[config.mk]
export PLATFORM = sky130hd
export DESIGN_NAME = cpu_control_fsm
export DESIGN_NICKNAME = d
export VERILOG_FILES = /design/src/rtl/cpu_control_fsm.sv
export SDC_FILE = /design/constraint.sdc
export NUM_CORES = 1
export LEC_CHECK = 0
export ABC_AREA = 1
export BUFFER_PORTS_ARGS = -buffer_cell sky130_fd_sc_hd__buf_4
export CORE_ASPECT_RATIO = 0.75
export CORE_MARGIN = 4
export CORE_UTILIZATION = 51
export CTS_CLUSTER_SIZE = 12
export DETAILED_ROUTE_END_ITERATION = 6
export PLACE_DENSITY = 0.84
export SYNTH_ARGS = -nofsm -noshare
export SYNTH_HDL_FRONTEND = slang
export SYNTH_SLANG_ARGS = --single-unit
export TNS_END_PERCENT = 10
[constraint.sdc]
create_clock -name clk -period 1.7 [get_ports clk]
set_input_delay 0.34 -clock clk [delete_from_list [all_inputs] [get_ports clk]]
set_output_delay 0.34 -clock clk [all_outputs]
set_load 0.02 [all_outputs]
[src/rtl/cpu_control_fsm.sv]
// Moore controller sequencing register reads, ALU evaluation and write-back for the ALU/MOV subset.
// Outputs are registered from next-state; enables and bad_op are gated off while reset is high.
module cpu_control_fsm (
  input  logic       clk,
  input  logic       reset,
  input  logic       s,
  input  logic [2:0] opcode,
  input  logic [1:0] op,
  output logic       w,
  output logic [2:0] nsel,
  output logic [1:0] vsel,
  output logic       write,
  output logic       loada,
  output logic       loadb,
  output logic       loadc,
  output logic       loads,
  output logic       asel,
  output logic       bsel,
  output logic       bad_op
);

  typedef enum logic [2:0] {
    S_WAIT, S_DECODE, S_GET_A, S_GET_B, S_ALU, S_WB_REG, S_WB_IMM
  } state_t;

  localparam logic [4:0] C_MOV_IMM = 5'b110_10;
  localparam logic [4:0] C_MOV_REG = 5'b110_00;
  localparam logic [4:0] C_MVN     = 5'b101_11;
  localparam logic [4:0] C_ADD     = 5'b101_00;
  localparam logic [4:0] C_CMP     = 5'b101_01;
  localparam logic [4:0] C_AND     = 5'b101_10;

  state_t     r_state;
  logic [4:0] r_code;
  state_t     w_next_state;
  logic [4:0] w_next_code;
  logic       w_next_bad;

  logic       r_w;
  logic [2:0] r_nsel;
  logic [1:0] r_vsel;
  logic       r_write, r_loada, r_loadb, r_loadc, r_loads, r_asel, r_bad_op;

  always_comb begin
    w_next_state = r_state;
    w_next_code  = r_code;
    w_next_bad   = 1'b0;
    case (r_state)
      S_WAIT: begin
        if (s) begin
          w_next_state = S_DECODE;
          w_next_code  = {opcode, op};
        end
      end
      S_DECODE: begin
        case (r_code)
          C_MOV_IMM:             w_next_state = S_WB_IMM;
          C_MOV_REG, C_MVN:      w_next_state = S_GET_B;
          C_ADD, C_CMP, C_AND:   w_next_state = S_GET_A;
          default:               w_next_state = S_WAIT;
        endcase
      end
      S_GET_A:  w_next_state = S_GET_B;
      S_GET_B:  w_next_state = S_ALU;
      S_ALU:    w_next_state = (r_code == C_CMP) ? S_WAIT : S_WB_REG;
      S_WB_REG: w_next_state = S_WAIT;
      S_WB_IMM: w_next_state = S_WAIT;
      default:  w_next_state = S_WAIT;
    endcase
    // Unsupported codes are flagged for the single DECODE cycle that follows the latch.
    if (w_next_state == S_DECODE) begin
      case (w_next_code)
        C_MOV_IMM, C_MOV_REG, C_MVN, C_ADD, C_CMP, C_AND: w_next_bad = 1'b0;
        default:                                          w_next_bad = 1'b1;
      endcase
    end
  end

  always_ff @(posedge clk) begin
    if (reset) begin
      r_state  <= S_WAIT;
      r_code   <= 5'b00000;
      r_w      <= 1'b1;
      r_nsel   <= 3'b000;
      r_vsel   <= 2'b00;
      r_write  <= 1'b0;
      r_loada  <= 1'b0;
      r_loadb  <= 1'b0;
      r_loadc  <= 1'b0;
      r_loads  <= 1'b0;
      r_asel   <= 1'b0;
      r_bad_op <= 1'b0;
    end else begin
      r_state  <= w_next_state;
      r_code   <= w_next_code;
      r_w      <= (w_next_state == S_WAIT);
      r_nsel   <= (w_next_state == S_GET_A || w_next_state == S_WB_IMM) ? 3'b100 :
                  (w_next_state == S_GET_B)  ? 3'b001 :
                  (w_next_state == S_WB_REG) ? 3'b010 : 3'b000;
      r_vsel   <= (w_next_state == S_WB_IMM) ? 2'b01 : 2'b00;
      r_write  <= (w_next_state == S_WB_REG) || (w_next_state == S_WB_IMM);
      r_loada  <= (w_next_state == S_GET_A);
      r_loadb  <= (w_next_state == S_GET_B);
      r_loadc  <= (w_next_state == S_ALU) && (w_next_code != C_CMP);
      r_loads  <= (w_next_state == S_ALU) && (w_next_code == C_CMP);
      r_asel   <= (w_next_state == S_ALU) &&
                  ((w_next_code == C_MOV_REG) || (w_next_code == C_MVN));
      r_bad_op <= w_next_bad;
    end
  end

  assign w      = r_w;
  assign nsel   = r_nsel;
  assign vsel   = r_vsel;
  assign asel   = r_asel;
  assign bsel   = 1'b0;
  // Reset aborts an instruction in the same cycle, so no write or status load can slip out.
  assign write  = r_write  & ~reset;
  assign loada  = r_loada  & ~reset;
  assign loadb  = r_loadb  & ~reset;
  assign loadc  = r_loadc  & ~reset;
  assign loads  = r_loads  & ~reset;
  assign bad_op = r_bad_op & ~reset;

endmodule
== After elaboration in Yosys (flattened, before gate mapping) ==
Index checks and enable logic that the tools add are counted.
Word-level totals
  output and inout bits: 14
  input bits: 8
  register bits: 21
Operators by class
  bitwise operators: 8
  reduce and logical (&&, ||, !) cells: 14
  muxes and demuxes: 11
  eq/ne operators: 23
Operator list (number)
  $eq 5x5->1 const B: 12
  $pmux 3 s5: 1
  $eq 3x2->1 const B: 4
  $eq 3x3->1 const B: 4
  $mux 5: 2
  $mux 3: 3
  $pmux 3 s3: 1
  $and 1x1->1: 6
  $eq 3x1->1 const B: 2
  $logic_not 3->1: 2
  $reduce_or 2->1: 3
  $reduce_or 3->1: 2
  $reduce_or 6->1: 1
  $ne 5x5->1 const B: 1
  $mux 2: 2
  $logic_and 1x1->1: 3
  $logic_or 1x1->1: 3
  $mux 1: 2
  $not 1->1: 2

== Longest topological paths before layout ==
Gate-level depths: netlist of the first run.
  word-level depth: 8
  gate-level depth with buffers: 11
  gate-level depth less buffers: 11

== Worst setup path before layout of the first run ==
No wires, ideal clock.
  path kind: input -> output
  start: in reset
  end: out bad_op
  arrival time: 1054 ps
  stages on the path: 3
  slack: 306 ps
  buffers on the path: 2
  path through: clkbuf_1 clkbuf_1 nor2_1
Between the ends
  cells in the longest elaborated chain, start to end: 2
Ends and longest elaborated chain
  start: declaration: RTL line 5  | input logic reset,
  $not 1->1: RTL line 123  | assign bad_op = r_bad_op & ~reset;
  $and 1x1->1: RTL line 123
  end: declaration: RTL line 19  | output logic bad_op
Every way passes these cells.

== Worst setup path after layout of the first run ==
  start: reg r_state[0]
  end: reg r_bad_op
Between the ends
  cells in the longest elaborated chain, start to end: 5
  elaborated cells on any way between the ends: 19
  classes of those cells: eq/ne: 11; mux: 4; bitwise: 1; reduce/logical: 3
Ends and longest elaborated chain
  start: declaration: RTL line 33  | state_t r_state;
  start signal: assignment: RTL line 94  | r_state <= w_next_state;
  $logic_not 3->1, or another cell as far along: RTL line 48  | case (r_state)
  $mux 5 or $pmux 3 s5 (tied branches): RTL line 48
  $eq 5x5->1 or $eq 3x1->1 (tied branches): RTL line 72, 71
  $reduce_or 6->1 or $not 1->1 (tied branches)
  $mux 1 or $reduce_or 2->1 (tied branches)
  end signal: assignment: RTL line 108  | r_bad_op <= w_next_bad;
  end: declaration: RTL line 42  | logic r_write, r_loada, r_loadb, r_loadc, r_loads, r_asel, r_bad_op;
Parallel ways exist; a longest one is shown, timed or not.
A chain may end at the register's enable or synchronous reset.

==> impl_summary.md, run 1 <==
Finish
From synthesis to final layout, the design area changed by 21.8%. The filler-free cell count of the finished design is 173. The number of antenna diodes in the final layout is 0. After the last flow step, the layout net total stands at 160. The filler cell count is between 150 and 200. The fraction of final layout cells sized beyond drive strength 1 is 26.5%.

Critical path
The slowest stage of the critical path belongs to the cell dfxtp_1. The worst stage delay on the critical path is 370 ps. The start point of the critical path is r_state[0]$_SDFF_PP0_. The worst setup path is captured at a flop. The worst register-to-register path begins at r_state[0]$_SDFF_PP0_.

The highest net fanout along the worst path is 7. The type of the worst setup path is flop to flop. At the worst endpoint, the required time is 1920 ps. Walking the worst path, the cells encountered are nor2_4, nand2_4, nand2_1, nand2_2, nor2_1, nand2_1, nand2_1, nand2_1, nand3_1, nor2_1. The sort of element at the start of the critical path is a flop.

The cell that appears most often on the critical path is nand2_1. The arrival time of data at the critical path endpoint is 1700 ps.

Yosys
The netlist uses 23 different library cells. After synthesis, the largest family of logic cells by area is simple AND/OR/NAND/NOR gates. The number of enable-type register cells in the synthesized netlist is 0. The synthesized netlist devotes under 10% of its cell area to compound gates.

For this run, the register share of the synthesized area comes to about 43%. The top-area cell type share of the netlist area is 42.8%. The most frequent cell after synthesis is nor2_1. Yosys attributes the largest share of cell area to dfxtp_1 43%, nor2_1 9.2%, inv_1 8.8%. The primary flip-flop cell chosen by synthesis mapping is dfxtp_1.

Of all cell types, the one taking the most synthesized area is dfxtp_1. The proportion of register bits with asynchronous set or reset after synthesis is 0%. The synthesized netlist devotes 38.6% of its cell area to simple gates. The fraction of synthesized area in multiplexers is 0%. Synthesis inferred 20 register bits. The cell area that synthesis handed to floorplanning was 936 um2. After technology mapping, the gate count stands at 131. The Yosys step of the flow raised 0 warnings. The post-synthesis adder-cell area fraction is 0%. The xor/xnor share of the synthesized area is 0%. By count the netlist is led by 23 x nor2_1, 22 x inv_1, 22 x nand2_1. The average footprint of a synthesized cell is 7.14 um2.

Clocking
Post-CTS timing repair inserted 0 buffers for setup. The clock transition time at the flip-flop clock pins of the worst setup and hold paths is 110 ps. In this run, post-CTS repair resized a total of 0 instances.

The number of buffers between clock root and the deepest sink is 2. The H-tree depth is 1. The tree is rooted in a clkbuf_4.

Buffers inserted to repair hold after CTS numbered 0. The tree built by TritonCTS fans out to 20 sinks. The number of clock buffers added by TritonCTS is 3. The clock network latency to the later pin of the worst-skew pair is around 310 ps.

The clock tree from TritonCTS is built.

Job
Across the run, the number of max-cap violations was 0.

Worst hold path
In this run the most critical hold path is launched from op[1]. The worst hold path belongs to the class input pin to flop.

Routing
Using the TritonRoute via totals, the vias-per-cell ratio works out to 4.81. The count of unresolved DRC violations after routing is 0. The wire length reported by the detailed router is 1960 um.

The routed layout has 832 vias. The first detailed-routing pass took 4 iterations. The starting DRC count in detailed routing is 28. The detail route stage leaves a number of antenna-violating nets equal to 0. Dividing the detail-routed wire length by the instance count gives 11.3 um.

Floorplanning
The height of the chip is 45.1 um. The floorplan has 13 rows. The die covers 2590 um2. The floorplan step set the die width to 57.5 um. The core footprint is between 1500 and 2000 um2. During I/O placement, the number of pins put on the boundary was 22. The starting density of the core is 53.8%.

Placed design
The placed wire-length estimate is 1490 um. Routability-driven placement finished with a final weighted congestion of about 0.83. The number of port buffers is 19. The number of placed instances with taps included is 169.

Timing
The upper clock frequency limit is 0.674 GHz. Setup violations remaining at the end of the flow were counted as 0. The worst setup skew after layout is 7.35 ps. The hold violation count in the final report was 0. Setup repair after global routing left no endpoint under its margin. The count of pins over their slew limit was 0. For the finished layout, the period the worst path requires is 1480 ps. The accumulated negative setup slack is 0 ps. Dividing the final minimum period by the clock period gives 87.3%.

Global routing
The remaining global-route overflow is 0. The maximum number of pins on one net before global-route repair is 19. The initial antenna violation count is 0. The via count of the first global-routing pass is between 700 and 800.

The total track usage is about 16%. The first global-routing pass estimated 3170 um of wire.

Power and ir drop
The maximum VDD drop is 791 uV. For this design the ratio of total power to cell area is 915 nW/um2. Summing internal, switching and leakage power gives 1040 uW. The standby leakage power is about 0.00056 uW.

Status
The flow ran to the end, and the final reports show no timing, DRC or antenna violations.
## state kept, by name, indices dropped and copies added (netlist names)
signal and cells:
asel 1, nsel 3, r_bad_op 1, r_code 5
r_loada 1, r_loadb 1, r_loadc 1, r_loads 1
r_state 3, r_write 1, vsel 1, w 1
## area by class of cell
| cell class | instances | area [um2] | share of cell area (%) |
|---|---|---|---|
| clock buffers | 3 | 22.5 | 1.98 |
| clock inverters | 1 | 30.0 | 2.63 |
| inverters | 24 | 90.1 | 7.90 |
| multi-input cells | 84 | 427 | 37.4 |
| flip-flops and latches | 20 | 400 | 35.1 |
| well taps | 22 | 27.5 | 2.41 |
| repair buffers | 19 | 143 | 12.5 |
## cell families (layout without fill, tap and decap cells)
| group | count (synthesis) | after routing |
|---|---|---|
| compound gates | 9 | 9 |
| buf+inv | 28 | 47 |
| flops | 20 | 20 |
| other cells | 1 | 2 |
| simple gates | 73 | 73 |
## critical path, delay by kind of cell (launching register included)
family | cells | cell delay [ps]
flip-flops | 1 | 370
AND/OR/NAND/NOR | 10 | 1020
## layout by cell type (no fill, tap or decap)
cell type	Yosys	layout
nand3b_1	1	1
nand2_2	4	4
buf_4	2	19
nor2_2	2	2
inv_2	2	2
nand4_1	2	2
dfxtp_1	20	20
a21oi_1	4	4
a21boi_0	1	1
clkbuf_4	0	3
nand3_1	11	11
inv_1	22	22
o211ai_1	1	1
conb_1	1	2
nand2_1	22	22
nor2_1	23	23
nor3_1	1	1
nand3_2	3	3
nand2_4	1	1
o21ai_0	1	1
a21oi_2	1	1
bufinv_16	0	1
nor2_4	3	3
o21ai_2	1	1
## where the power goes
part	switching (uW)	internal, uW
clock network	149	239
registers	13.3	486
logic	103	53.4
total	265	778
## stage by stage
stage                     hold WS (ps)  util, %  area (um2)  setup WS [ps]
after floorplan                    495        -         940            306
after global placement             515     62.5        1090            318
after detailed placement           537     62.5        1090            268
after CTS                          307     65.5        1140            239
after global routing               317     65.5        1140           59.2
final                              305     65.5        1140            216
## final timing paths
path,to,slack [ps],cells after the start
max reg2reg,r_bad_op$_SDFF_PP0_,220,10
min reg2reg,r_code[2]$_SDFF_PP0_,550,2
max,r_bad_op$_SDFF_PP0_,220,10
min,r_code[1]$_SDFF_PP0_,300,3
## metal layers
layer  GRT usage, %  routed length, um  vias up
met1           19.8                870      366
met4           5.56                 30        0
met5              0                  0        -
met2           27.5                925       24
met3           5.71                129        5
li1               -                  -      437
Note: power is estimated with default switching activity, not from simulation.
==> run 2: changes to the inputs <==
Settings changed: ABC_AREA 1 to default.
Clock period 1.7 ns to 1.4 ns, I/O delays scaled along.
==> impl_summary.md, run 2 <==
Status
The flow ran to the end, but the final reports show violations. The final reports fail on negative setup slack.

Finish
The multi-input logic area is 537 um2 (+26%). The top cell types in the final layout, fill and taps aside, are 27 x buf_4, 15 x dfxtp_1, 13 x nand2_1. The fraction of final layout cells sized beyond drive strength 1 is 46.4% (+20 points). The most common library cell in the layout ignoring fill and taps is buf_4. The net count of the finished layout is 134 (-16%). The number of flip-flops in the largest register is 5 (unchanged). The total inserted antenna cells was 0 (unchanged). The post-route standard cell area excluding fillers came to 1230 um2 (+7.8%). The register bank with the most flops is r_code.

The filler cell count came to 129 (-16%). The filler-free cell count of the finished design was 147 (-15%). The sequential cell area in the final layout was 407 um2 (+1.6%).

The area growth from synthesis to layout is 33.4%.

Routing
The average wire length per cell after detail routing is 15.3 um (+36%). The detailed-routing iteration count for the pre-antenna-repair pass is 4 (unchanged). The count of unresolved DRC violations after routing is 0 (unchanged).

The wire length reported by the detailed router is 2260 um (+15%). The number of nets with antenna violations after detailed routing is 0 (unchanged). The starting DRC count in detailed routing is 25 (-11%).

The via count of the routed design is 807 (-3.0%). The number of vias per cell is 5.49 (+14%).

Global routing
The maximum number of pins on one net before global-route repair is 26 (+7). The initial antenna violation count is 0 (unchanged). The wire length of the first global-routing pass is 3690 um (+16%). The remaining global-route overflow is 0 (unchanged).

The total track usage is 19.0% (+2.6 points). The via count of the first global-routing pass is 789 (+4.2%).

Timing
Setup repair after global routing could not meet its margin everywhere. The hold violation count in the final report is 0 (unchanged). The count of pins over their slew limit is 0 (unchanged).

The accumulated negative setup slack came to -168 ps (-168 ps). The worst setup skew after layout is 2.24 ps (-5.11 ps). The number of setup violations in the final report is 3 (+3). The final cycle utilization of the critical path is 105% (+17 points).

The upper clock frequency limit is 0.682 GHz (+1.2%). The worst setup slack after layout was -66.3 ps (-283 ps). The time the final worst path needs with I/O delays and setup came to 1470 ps (-17.3 ps).

Yosys
The number of distinct library cell variants in the gate-level netlist after synthesis is 39 (+70%). The primary flip-flop cell chosen by synthesis mapping is dfxtp_1. The number of enable-type register cells in the synthesized netlist is 0 (unchanged). The summed instance area of the synthesized netlist is 921 um2 (-1.6%).

The proportion of register bits with asynchronous set or reset after synthesis is 0% (unchanged). Sorting the synthesized cells by area gives the leading types as dfxtp_1 43%, nand2_1 5.3%, nor2b_1 4.1%. The synthesized flop and latch total was 20 (unchanged).

The average footprint of a synthesized cell was 9.49 um2 (+33%). By count the netlist is led by 20 x dfxtp_1, 13 x nand2_1, 7 x a21oi_1. The number of instances in the synthesized netlist is 97 (-26%). The top cell type by total area after synthesis is dfxtp_1. The post-synthesis sequential area ratio is 43.5% (+0.70 points). The top-area cell type share of the netlist area came to 43.5% (+0.70 points). The most frequent cell after synthesis is dfxtp_1.

The count of synthesis-stage warnings from yosys is 0 (unchanged).

Clocking
The H-tree depth is 1 (unchanged). The TritonCTS sink count is 20 (unchanged). The clock tree from TritonCTS is built. The clock transition time at the flip-flop clock pins of the worst setup and hold paths is 100 ps (about the same). The number of buffers between clock root and the deepest sink is 2 (unchanged).

The CTS buffer count is 3 (unchanged). The clock network latency to the later pin of the worst-skew pair is 300 ps (about the same). The hold-fix buffer count after cts is 0 (unchanged).

The cell at the root of the clock tree is clkbuf_4.

Placed design
The total cell area at the placement stage is 1120 um2 (+3.1%). The worst slack after detailed placement was -73.8 ps (-341 ps). The placed wire-length estimate is 1520 um (+2.0%). The number of placed instances with taps included is 142 (-16%). The final weighted congestion of routability-driven global placement is 0.920 (+11%).

The number of port buffers is 19 (unchanged).

Power and ir drop
The switching component of the power is 271 uW (+2.4%). The maximum VDD drop is 593 uV (-25%). The ratio of total power to cell area is 884 nW/um2 (-3.4%).

The total power after layout is 1090 uW (+4.2%). The sequential fraction of design power is 55.3% (+7.5 points). The internal power is 815 uW (+4.8%). The standby leakage power is 0.000545 uW (-1.9%). The switching part of the total power came to 25.0% (-0.44 points). The share of total power in combinational logic is 14.7% (-0.3 points). The part of the power in the clock network is 30.1% (-7.1 points).

Floorplanning
The number of primary I/O pins is 22 (unchanged). The core footprint is 1720 um2 (-0.93%). The die area is 2560 um2 (-1.4%). The die extent in x came to 57.1 um (-0.70%). The height of the chip is 44.8 um (-0.67%). The starting density of the core is 53.4% (-0.36 points). The number of standard-cell rows in the floorplan is 13 (unchanged).

Worst hold path
The count of cells along the worst hold path is 2 (-1). The class of the tightest hold or removal check is input pin to flop. The startpoint identified for the worst hold timing path is opcode[2].

Critical path
The reg-to-reg startpoint is r_state[2]$_SDFF_PP0_. The depth of the worst register-to-register path was 6 (-4). The required time of the critical path is 1620 ps (-300 ps). The critical path starts at r_state[2]$_SDFF_PP0_.

The sort of element at the start of the critical path is a flop. The arrival time of data at the critical path endpoint is 1680 ps (-20 ps). The worst setup path is captured at a flop. The highest net fanout along the worst path came to 4 (-3). The type of the worst setup path is flop to flop.

Job
The max-capacitance violation count was 0 (unchanged).
[run 2: changes by cell type after synthesis, sizes merged, moves of 3 or more]
| cell | previous run | this run |
|---|---|---|
| a211oi | 0 | 3 |
| inv | 24 | 2 |
| nand2 | 27 | 13 |
| nand3 | 14 | 0 |
| nor2 | 28 | 6 |
| nor2b | 0 | 6 |
| nor3 | 1 | 4 |
| nor4b | 0 | 3 |
[run 2: layer usage]
layer | share of wire [%] | global-route usage [%]
met1 | 44 | 23.8
met2 | 50 | 31.2
met3 | 5.2 | 6.29
met4 | 1.1 | 6.48
met5 | 0 | 0
[run 2: layout make-up]
cell class                 count  area share (%)
inverter                       2           0.611
sequential                    20            33.1
multi-input combinational     71            43.7
clock buffer                   4            2.95
timing repair buffer          28            17.4
tap                           22            2.24
[run 2: critical path, stage by stage, from the launching register on]
cell	delay, ps
dfxtp_1	330
buf_4	150
buf_4	150
nor2_2	140
a311oi_2	80
a211o_1	310
nor4_1	230
[run 2: worst paths after layout]
kind / end / slack [ps]
max: asel$_SDFF_PP0_ / -70
min: r_bad_op$_SDFF_PP0_ / 190
max reg2reg: asel$_SDFF_PP0_ / -70
min reg2reg: r_code[1]$_SDFF_PP0_ / 490
[run 2: cells by family (layout without fill, tap and decap cells)]
kind of cell	after synthesis	count (layout)	share of synthesized area [%]
buffers and inverters	7	34	4.48
other	1	2	0.407
muxes	1	1	1.22
DFF	20	20	43.5
and+or+nand+nor	46	46	31.8
AOI/OAI and AO/OA	22	22	18.6
[run 2: power by group through the flow]
stage | clock [uW] | sequential [uW] | combinational, uW
after detailed placement | 0 | 610 | 138
after global routing | 372 | 603 | 171
after floorplan | 0 | 611 | 82.5
after CTS | 335 | 598 | 143
final | 327 | 600 | 159
after global placement | 0 | 609 | 136
[run 2: through the flow]
stage | utilization [%] | hold slack, ps
5_1_grt | 71.3 | 183
3_3_place_gp | 65.0 | 480
6_report | 71.3 | 193
4_1_cts | 68.6 | 195
2_1_floorplan | - | 379
3_5_place_dp | 65.0 | 482
[run 2: timing repair]
item | in CTS | in global routing
pin swaps | 1 | 4
endpoints found under the setup margin | 11 | 13
buffers inserted | 0 | 1
gates resized for setup | 8 | 10
